--- config.mk ---
export PLATFORM = sky130hd
export DESIGN_NAME = commit_trace_streamer
export DESIGN_NICKNAME = d
export VERILOG_FILES = /design/src/rtl/commit_trace_streamer.sv
export SDC_FILE = /design/constraint.sdc
export NUM_CORES = 1
export LEC_CHECK = 0
export BUFFER_PORTS_ARGS = -buffer_cell sky130_fd_sc_hd__clkbuf_2
export CORE_ASPECT_RATIO = 0.6
export CORE_MARGIN = 3
export CORE_UTILIZATION = 50
export DETAILED_ROUTE_END_ITERATION = 16
export GPL_ROUTABILITY_DRIVEN = 0
export GPL_TIMING_DRIVEN = 0
export PLACE_DENSITY = 0.71
export SLEW_MARGIN = 25
export SYNTH_ARGS = -nofsm -noshare
export SYNTH_HDL_FRONTEND = slang
export SYNTH_SLANG_ARGS = --single-unit
--- constraint.sdc ---
create_clock -name clk -period 23.1 [get_ports clk]
set_input_delay 6.93 -clock clk [delete_from_list [all_inputs] [get_ports clk]]
set_output_delay 6.93 -clock clk [all_outputs]
set_load 0.005 [all_outputs]
--- src/rtl/commit_trace_streamer.sv ---
// Writeback commit tracer: buffers one 104-bit record per retired instruction
// and streams each record as a 14-byte SYNC-framed sequence over valid/ready.
module commit_trace_streamer #(
  parameter int unsigned DEPTH_LOG2 = 4,
  parameter logic [7:0]  SYNC_BYTE  = 8'hA5,
  parameter int unsigned DROP_W     = 16
) (
  input  logic                clk,
  input  logic                rst,
  input  logic                trace_en,
  input  logic                wb_valid,
  input  logic [31:0]         wb_pc,
  input  logic [31:0]         wb_inst,
  input  logic                wb_we,
  input  logic [4:0]          wb_waddr,
  input  logic [31:0]         wb_wdata,
  input  logic                drop_clr,
  output logic                out_valid,
  output logic [7:0]          out_data,
  input  logic                out_ready,
  output logic [DEPTH_LOG2:0] fifo_count,
  output logic [DROP_W-1:0]   drop_count,
  output logic                overflow
);

  localparam int unsigned DEPTH = 2 ** DEPTH_LOG2;
  localparam int unsigned CW    = DEPTH_LOG2 + 1;
  localparam int unsigned REC_W = 104;
  localparam logic [3:0]  LAST_IDX = 4'd13;
  localparam logic [CW-1:0] CNT_FULL = CW'(DEPTH);

  typedef enum logic {
    S_IDLE,
    S_SEND
  } state_e;

  // FIFO storage and bookkeeping
  logic [REC_W-1:0]      mem_q [DEPTH];
  logic [DEPTH_LOG2-1:0] wr_ptr_q, wr_ptr_d;
  logic [DEPTH_LOG2-1:0] rd_ptr_q, rd_ptr_d;
  logic [CW-1:0]         count_q, count_d;
  logic                  full, empty;
  logic                  push, pop, drop;
  logic [REC_W-1:0]      wr_rec;
  logic [REC_W-1:0]      rd_rec;

  // Serializer
  state_e                state_q, state_d;
  logic [REC_W-1:0]      shift_q, shift_d;
  logic [3:0]            idx_q, idx_d;
  logic                  valid_q, valid_d;
  logic [7:0]            data_q, data_d;

  // Drop accounting
  logic [DROP_W-1:0]     drop_q, drop_d;
  logic                  ovf_q, ovf_d;

  assign wr_rec = {wb_pc, wb_inst, wb_wdata, wb_we, 2'b00, wb_waddr};
  assign rd_rec = mem_q[rd_ptr_q];
  assign full   = (count_q == CNT_FULL);
  assign empty  = (count_q == '0);

  // A full FIFO still accepts a record on the cycle the serializer frees a slot.
  assign push = wb_valid && trace_en && (!full || pop);
  assign drop = wb_valid && trace_en && !push;

  always_comb begin
    wr_ptr_d = wr_ptr_q;
    rd_ptr_d = rd_ptr_q;
    count_d  = count_q;
    if (push) wr_ptr_d = wr_ptr_q + DEPTH_LOG2'(1);
    if (pop)  rd_ptr_d = rd_ptr_q + DEPTH_LOG2'(1);
    unique case ({push, pop})
      2'b10:   count_d = count_q + CW'(1);
      2'b01:   count_d = count_q - CW'(1);
      default: count_d = count_q;
    endcase
  end

  always_ff @(posedge clk) begin
    if (push) mem_q[wr_ptr_q] <= wr_rec;
  end

  always_comb begin
    state_d = state_q;
    shift_d = shift_q;
    idx_d   = idx_q;
    valid_d = valid_q;
    data_d  = data_q;
    pop     = 1'b0;
    unique case (state_q)
      S_IDLE: begin
        if (!empty) begin
          pop     = 1'b1;
          shift_d = rd_rec;
          valid_d = 1'b1;
          data_d  = SYNC_BYTE;
          idx_d   = '0;
          state_d = S_SEND;
        end
      end
      S_SEND: begin
        if (valid_q && out_ready) begin
          if (idx_q != LAST_IDX) begin
            idx_d   = idx_q + 4'd1;
            data_d  = shift_q[REC_W-1 -: 8];
            shift_d = {shift_q[REC_W-9:0], 8'h00};
          end else if (!empty) begin
            // Chain straight into the next frame with no idle cycle.
            pop     = 1'b1;
            shift_d = rd_rec;
            data_d  = SYNC_BYTE;
            idx_d   = '0;
          end else begin
            valid_d = 1'b0;
            state_d = S_IDLE;
          end
        end
      end
      default: state_d = S_IDLE;
    endcase
  end

  always_comb begin
    drop_d = drop_q;
    ovf_d  = ovf_q;
    if (drop) begin
      ovf_d = 1'b1;
      if (drop_clr)           drop_d = DROP_W'(1);
      else if (drop_q != '1)  drop_d = drop_q + DROP_W'(1);
    end else if (drop_clr) begin
      drop_d = '0;
      ovf_d  = 1'b0;
    end
  end

  always_ff @(posedge clk) begin
    if (rst) begin
      wr_ptr_q <= '0;
      rd_ptr_q <= '0;
      count_q  <= '0;
      state_q  <= S_IDLE;
      shift_q  <= '0;
      idx_q    <= '0;
      valid_q  <= 1'b0;
      data_q   <= '0;
      drop_q   <= '0;
      ovf_q    <= 1'b0;
    end else begin
      wr_ptr_q <= wr_ptr_d;
      rd_ptr_q <= rd_ptr_d;
      count_q  <= count_d;
      state_q  <= state_d;
      shift_q  <= shift_d;
      idx_q    <= idx_d;
      valid_q  <= valid_d;
      data_q   <= data_d;
      drop_q   <= drop_d;
      ovf_q    <= ovf_d;
    end
  end

  assign out_valid  = valid_q;
  assign out_data   = data_q;
  assign fifo_count = count_q;
  assign drop_count = drop_q;
  assign overflow   = ovf_q;

endmodule

==> results of run 1 <==
==> power groups by stage <==
stage	sequential [mW]	combinational, mW	clock [mW]
finish	3.79	1.38	2.50
global route	3.79	1.46	2.65
CTS	3.78	1.35	2.52
detailed placement	3.84	1.35	0
global placement	3.86	1.30	0
floorplan	3.78	0.836	0
==> flip-flops by register name (all words and copies together) (netlist names), named ones only <==
name	flops
wr_ptr_q	4
mem_q	1632
state_q	1
drop_count	16
shift_q	104
rd_ptr_q	4
fifo_count	5
idx_q	4
out_data	8
overflow	1
out_valid	1
==> cell type report <==
| cell class | count | area [sq um] |
|---|---|---|
| timing repair buffer | 284 | 3050 |
| clock inverter | 76 | 616 |
| fill | 9876 | 56300 |
| inverter | 10 | 37.5 |
| antenna | 19 | 47.5 |
| sequential | 1784 | 52000 |
| clock buffer | 205 | 4150 |
| multi-input combinational | 1710 | 15600 |
| buffer | 253 | 1150 |
| tap | 1802 | 2250 |
==> metal layers <==
| metal | global-route usage, % | part of all wire, % | vias to the layer above |
|---|---|---|---|
| li1 | - | - | 16400 |
| met1 | 38.7 | 42 | 20000 |
| met2 | 35.7 | 42 | 2540 |
| met3 | 8.28 | 13 | 310 |
| met4 | 8.32 | 2.4 | 4 |
| met5 | 0.494 | 0.012 | - |
==> worst max-delay path, stage by stage <==
cell and delay (ns):
clkbuf_2 0.12, nand2_1 0.11, o2111a_1 0.32, nor2_1 0.32, nand2_1 0.31, nor3_2 0.50, buf_6 0.22, buf_4 0.19
buf_6 0.17, buf_4 0.20, buf_4 0.22, buf_4 0.21, buf_4 0.20
==> final timing paths <==
check,from,endpoint,slack [ns],cells past startpoint
setup reg to reg,idx_q[0],mem_q[0][62],19.07,13
hold reg to reg,shift_q[1],shift_q[1],0.49,1
hold / removal,shift_q[1],shift_q[1],0.49,1
setup / recovery,out_ready,mem_q[0][62],13.51,13
==> stage by stage <==
stage	setup TNS (ns)	worst slack, ns	hold slack, ns	instance area [sq um]
after CTS	0	13.57	0.485	78900
after detailed placement	0	12.77	0.466	74100
after floorplan	0	7.83	0.442	68700
after global routing	0	13.35	0.511	78900
final	0	13.51	0.490	78900
after global placement	-356.21	-1.05	0.466	71600
==> cells in the final DEF (no fill, tap or decap), types with 13 or more instances in the layout <==
cell type	Yosys	routed
dfxtp_1	152	152
nor2_1	56	43
a21oi_1	28	28
nor2_4	0	13
a221oi_1	96	96
mux2i_1	572	572
clkinv_2	0	23
clkbuf_1	125	161
edfxtp_1	1632	1632
diode_2	0	19
clkinv_1	0	28
clkbuf_16	0	156
buf_1	14	14
buf_12	0	40
mux4_2	129	129
nand2_1	21	21
a31oi_1	91	91
a22oi_1	280	280
buf_2	94	94
o21ai_0	111	111
o211ai_1	97	97
buf_4	20	83
buf_16	0	36
nand3_1	103	103
clkbuf_2	0	144
==> cells by family after synthesis <==
logic type                 share of synthesized area [%]
xor gates and xnor gates                           0.102
and+or+nand+nor                                     1.82
DFF                                                 75.8
adders and majority gates                          0.230
muxes                                               12.7
AOI/OAI and AO/OA                                   7.66
buffers and inverters                               1.72
==> impl_results.md, run 1 <==
* Sw Pwr at around 2.2 mW
* Num ports at 139
* Max-cap viol count at 0
* Post-synthesis cell area at around 70000 sq um
* Final setup vio count at 0
* Post-CTS Repair Setup Buffers at 0
* Share of cells above drive strength 1 at between 10% and 20%
* Main synth FF type: edfxtp_1
* Initial antenna violation count at 24
* Routed vias at between 30000 and 40000
* Clk pwr share at between 30% and 40%
* Placed insts at between 5000 and 6000
* DR DRC count at 0
* Sw frac at 29.0%
* Comb power frac at 18.0%
* WP data required at ~24 ns
* Asr flop ratio synth at 0%
* Pins Over Slew Limit at 0
* First-pass GRT wire length at roughly 270000 um
* Worst-path clk slew at around 0.060 ns
* GRT overflow at 0
* CP Capture Type: flop
* Average vias per placed instance at around 6.4
* Syn. warnings at 0
* Detailed Place HPWL at approximately 120000 um
* Hold Path Class: reg2reg
* Internal power at ~5.5 mW
* Post-route ant nets at 0
* EDFF count, synth at around 1600
* Starting density of the core at about half
* Die width at a little under 500 um
* Count leader, synth: edfxtp_1
* Finished Layout Cells at 6143
* Net Count, Synth at 3877
* Synth Register Bits at ~1800
* Total power at 7.67 mW
* Cell row count at around 100
* Vias in the first global route at 37500
* Top post-synthesis cells by area: edfxtp_1, mux2i_1, dfxtp_1
* Post-synth top cells: edfxtp_1, mux2i_1, a22oi_1, dfxtp_1, mux4_2
* PostCTS Resize Cnt at 0
* Worst skew pair latency at between 0.7 and 0.8 ns
* Max clock buf depth at 3
* CTS buffer count at 154
* Register share of total power at ~49%
* WL final at 185000 um
* Die Y at between 200 and 300 um
* DR iter-0 viols at roughly 5600
* Clock Tree Root: clkbuf_16
* Top-area cell type share of the netlist area at between 70% and 80%
* Area grow syn2layout at 14.9%
* Die area at approximately 140000 sq um
* Max_slew headroom at about a quarter
* Pwr dens at roughly 97 nW/um^2
* Mapped Cells at 3757
* Final Hold Vio Count at 0
* Final-stage net count at between 4000 and 5000
* Yosys top cell by area: edfxtp_1
* Cts hold-fix bufs at 0
* Pre-Repair DR Iteration Count at 7
* Highest clock rate at 0.104 GHz
* Crit path DAT at ~10 ns
* WL per Instance at ~30 um
* Tmin final at 9.59 ns
* Total track usage at ~26%
* Peak VDD IR at 0.0000854 V
* Sequential area share after synthesis at approximately three quarters
* Least-Margin Pin Slew at 1.12 ns
* P_leak at between 20 and 25 nW
* Unrepaired setup endpoints after global routing: no
* Outcome: finished clean
* Netlist cell types at 65
* Largest net degree at the start of global routing at 24
* Crit share post-route at between 40% and 50%
* CP Max Fanout at 9
* Clock sinks at roughly 1800
* CTS tree: done
* Number of H-tree levels at 4
* Core footprint at roughly 140000 sq um
* Nature of the critical path startpoint: input pin
* Post-Syn Area per Cell at roughly 18 sq um
* PortBufs at 137
* Worst clock skew at approximately 0.023 ns
* Util after Layout at roughly 60%
* Kind of critical path: in2reg
Power figures use the tool's default switching activity.
==> inputs of run 2 (changes only) <==
--- a/config.mk
+++ b/config.mk
@@ -12,7 +12,7 @@
 export DETAILED_ROUTE_END_ITERATION = 16
 export GPL_ROUTABILITY_DRIVEN = 0
 export GPL_TIMING_DRIVEN = 0
-export PLACE_DENSITY = 0.71
+export PLACE_DENSITY = 0.73
 export SLEW_MARGIN = 25
 export SYNTH_ARGS = -nofsm -noshare
 export SYNTH_HDL_FRONTEND = slang
==> constraint.sdc (replaced) <==
create_clock -name clk -period 7.7 [get_ports clk]
set_input_delay 2.31 -clock clk [delete_from_list [all_inputs] [get_ports clk]]
set_output_delay 2.31 -clock clk [all_outputs]
set_load 0.005 [all_outputs]
==> run 2 against run 1 <==
Compared with the run above: via count is essentially flat; setup slack lost 10 ns; register-to-register slack lost 15 ns; clock power grew to 3.1 times the previous value; critical path depth shrank 2; wire length grew 0.44%; global-route usage grew 0.10 points; non-clock buffer count shrank 22; total power grew to 3.0 times the previous value; first-iteration DRC count grew 13%; die area is the same; largest cell class unchanged; largest power group unchanged.
==> impl_results.md, run 2 (synthesized netlist as in run 1, its figures left out) <==
* Die width at about 480 um
* Worst clock skew at 0.0340 ns
* WL per Instance at 30.4 um
* Initial antenna violation count at 20
* Max clock buf depth at 3
* Starting density of the core at 50.8%
* Final-stage net count at 4294
* Peak VDD IR at 0.000229 V
* Die area at approximately 140000 sq um
* PostCTS Resize Cnt at 0
* Vias in the first global route at about 38000
* Post-placement setup slack at roughly 2.4 ns
* Unrepaired setup endpoints after global routing: no
* Pre-Repair DR Iteration Count at 6
* Outcome: finished clean
* Share of cells above drive strength 1 at between 10% and 20%
* Most common cell after layout, fill and taps aside: edfxtp_1
* PortBufs at 137
* Post-route ant nets at 0
* Core footprint at around 140000 sq um
* Number of H-tree levels at 4
* Num ports at roughly 140
* Largest net degree at the start of global routing at 22
* R2R Path Start: idx_q[0]
* Least-Margin Pin Slew at 1.15 ns
* Tmin final at 4.56 ns
* WP data required at about 8.2 ns
* Worst hold margin at about 0.49 ns
* Clock sinks at between 1500 and 2000
* Kind of critical path: in2reg
* Worst-path clk slew at about 0.06 ns
* Cts hold-fix bufs at 0
* R2R setup slack at ~4.1 ns
* RR Endpoint: mem_q[1][40]
* Nature of the critical path startpoint: input pin
* Post-CTS Repair Setup Buffers at 0
* Hold Crit Start: shift_q[1]
* Setup TNS at 0 ns
* WL final at 186000 um
* Area grow syn2layout at 15.4%
* P_leak at between 20 and 25 nW
* Pins Over Slew Limit at 0
* DR DRC count at 0
* CP Max Fanout at 14
* Hold Path Class: reg2reg
* DR iter-0 viols at 6341
* Crit path DAT at 5.03 ns
* Reg2Reg Depth at 11
* Reg with most FFs: mem_q
* Final Hold Vio Count at 0
* Final setup vio count at 0
* Crit share post-route at about three fifths
* Detailed Place HPWL at around 120000 um
* WHS Path Cells at 1
* Number of flip-flops in the largest register at 1632
* Routed vias at slightly below 40000
* DP Area at 74200 sq um
* Max-cap viol count at 0
* CTS buffer count at ~150
* Pwr dens at a little under 300 nW/um^2
* GRT overflow at 0
* CTS tree: done
* CP Capture Type: flop
* Worst Hold Path EP: shift_q[1]
* Highest clock rate at around 0.22 GHz
* Max_slew headroom at between 20% and 30%
* Commonest cells after routing, fill and taps aside: edfxtp_1, mux2i_1, a22oi_1, clkbuf_16, clkbuf_1
* Total track usage at between 20% and 30%
* Cell row count at around 100
* Average vias per placed instance at between 6 and 7
* Die Y at a little under 300 um
* Final worst setup slack at around 3.1 ns
* Worst skew pair latency at slightly below 0.8 ns
* First-pass GRT wire length at between 200000 and 300000 um
* Final instance area at between 70000 and 80000 sq um
* Clock Tree Root: clkbuf_16
run 2: cell count changes in the layout (fill, tap and decap cells not counted), sizes merged, moves of 5 or more:
cell,change
buf,-22
clkbuf,+9
clkinv,-7
clkinvlp,+5
diode,-7
inv,-6
run 2: through the flow:
step	cells	utilization, %	total power [mW]
6_report	6119	58.6	23.3
3_5_place_dp	5821	54.9	15.6
5_1_grt	6115	58.6	23.9
3_3_place_gp	5696	53.0	15.4
2_1_floorplan	3757	-	13.8
4_1_cts	6107	58.6	23.2
run 2: how the worst max path moves through the flow:
stage / startpoint / slack (ns) / endpoint / cells past startpoint
CTS: out_ready / 3.15 / mem_q[1][40] / 11
floorplan: out_ready / -0.19 / mem_q[10][0] / 5
global placement: out_ready / -5.98 / mem_q[4][58] / 6
detailed placement: out_ready / 2.36 / mem_q[1][61] / 11
global route: out_ready / 2.94 / mem_q[1][59] / 11
finish: out_ready / 3.14 / mem_q[1][40] / 11
run 2: final cells by class:
cell class | instances | area (sq um)
Clock buffer | 214 | 4340
Multi-Input combinational cell | 1710 | 15600
Sequential cell | 1784 | 52000
Tap cell | 1802 | 2250
Inverter | 10 | 37.5
Antenna cell | 12 | 30.0
Timing Repair Buffer | 262 | 3160
Buffer | 253 | 1150
Clock inverter | 72 | 623
Fill cell | 9659 | 56000
run 2: routing by layer:
layer  part of all wire [%]  wire length (um)  global-route usage [%]  vias up
li1                       -                 -                       -    16400
met1                     42             77400                    39.0    20100
met2                     43             80100                    36.8     2551
met3                     13             24000                    7.46      293
met4                    2.5              4570                    7.61        2
met5                 0.0070                13                       0        -
run 2: report_power, final:
part | internal [mW] | switching (mW)
Clock | 4.25 | 3.46
Sequential | 10.9 | 0.454
Combinational | 1.44 | 2.73
Total | 16.6 | 6.64
run 2: critical path: stages:
cell and delay [ns]:
clkbuf_2 0.11, nand2_1 0.11, o2111a_1 0.32, nor2_1 0.29, nand2_1 0.31, nor3_4 0.51
buf_8 0.23, buf_6 0.21, buf_6 0.18, buf_6 0.19, buf_6 0.20
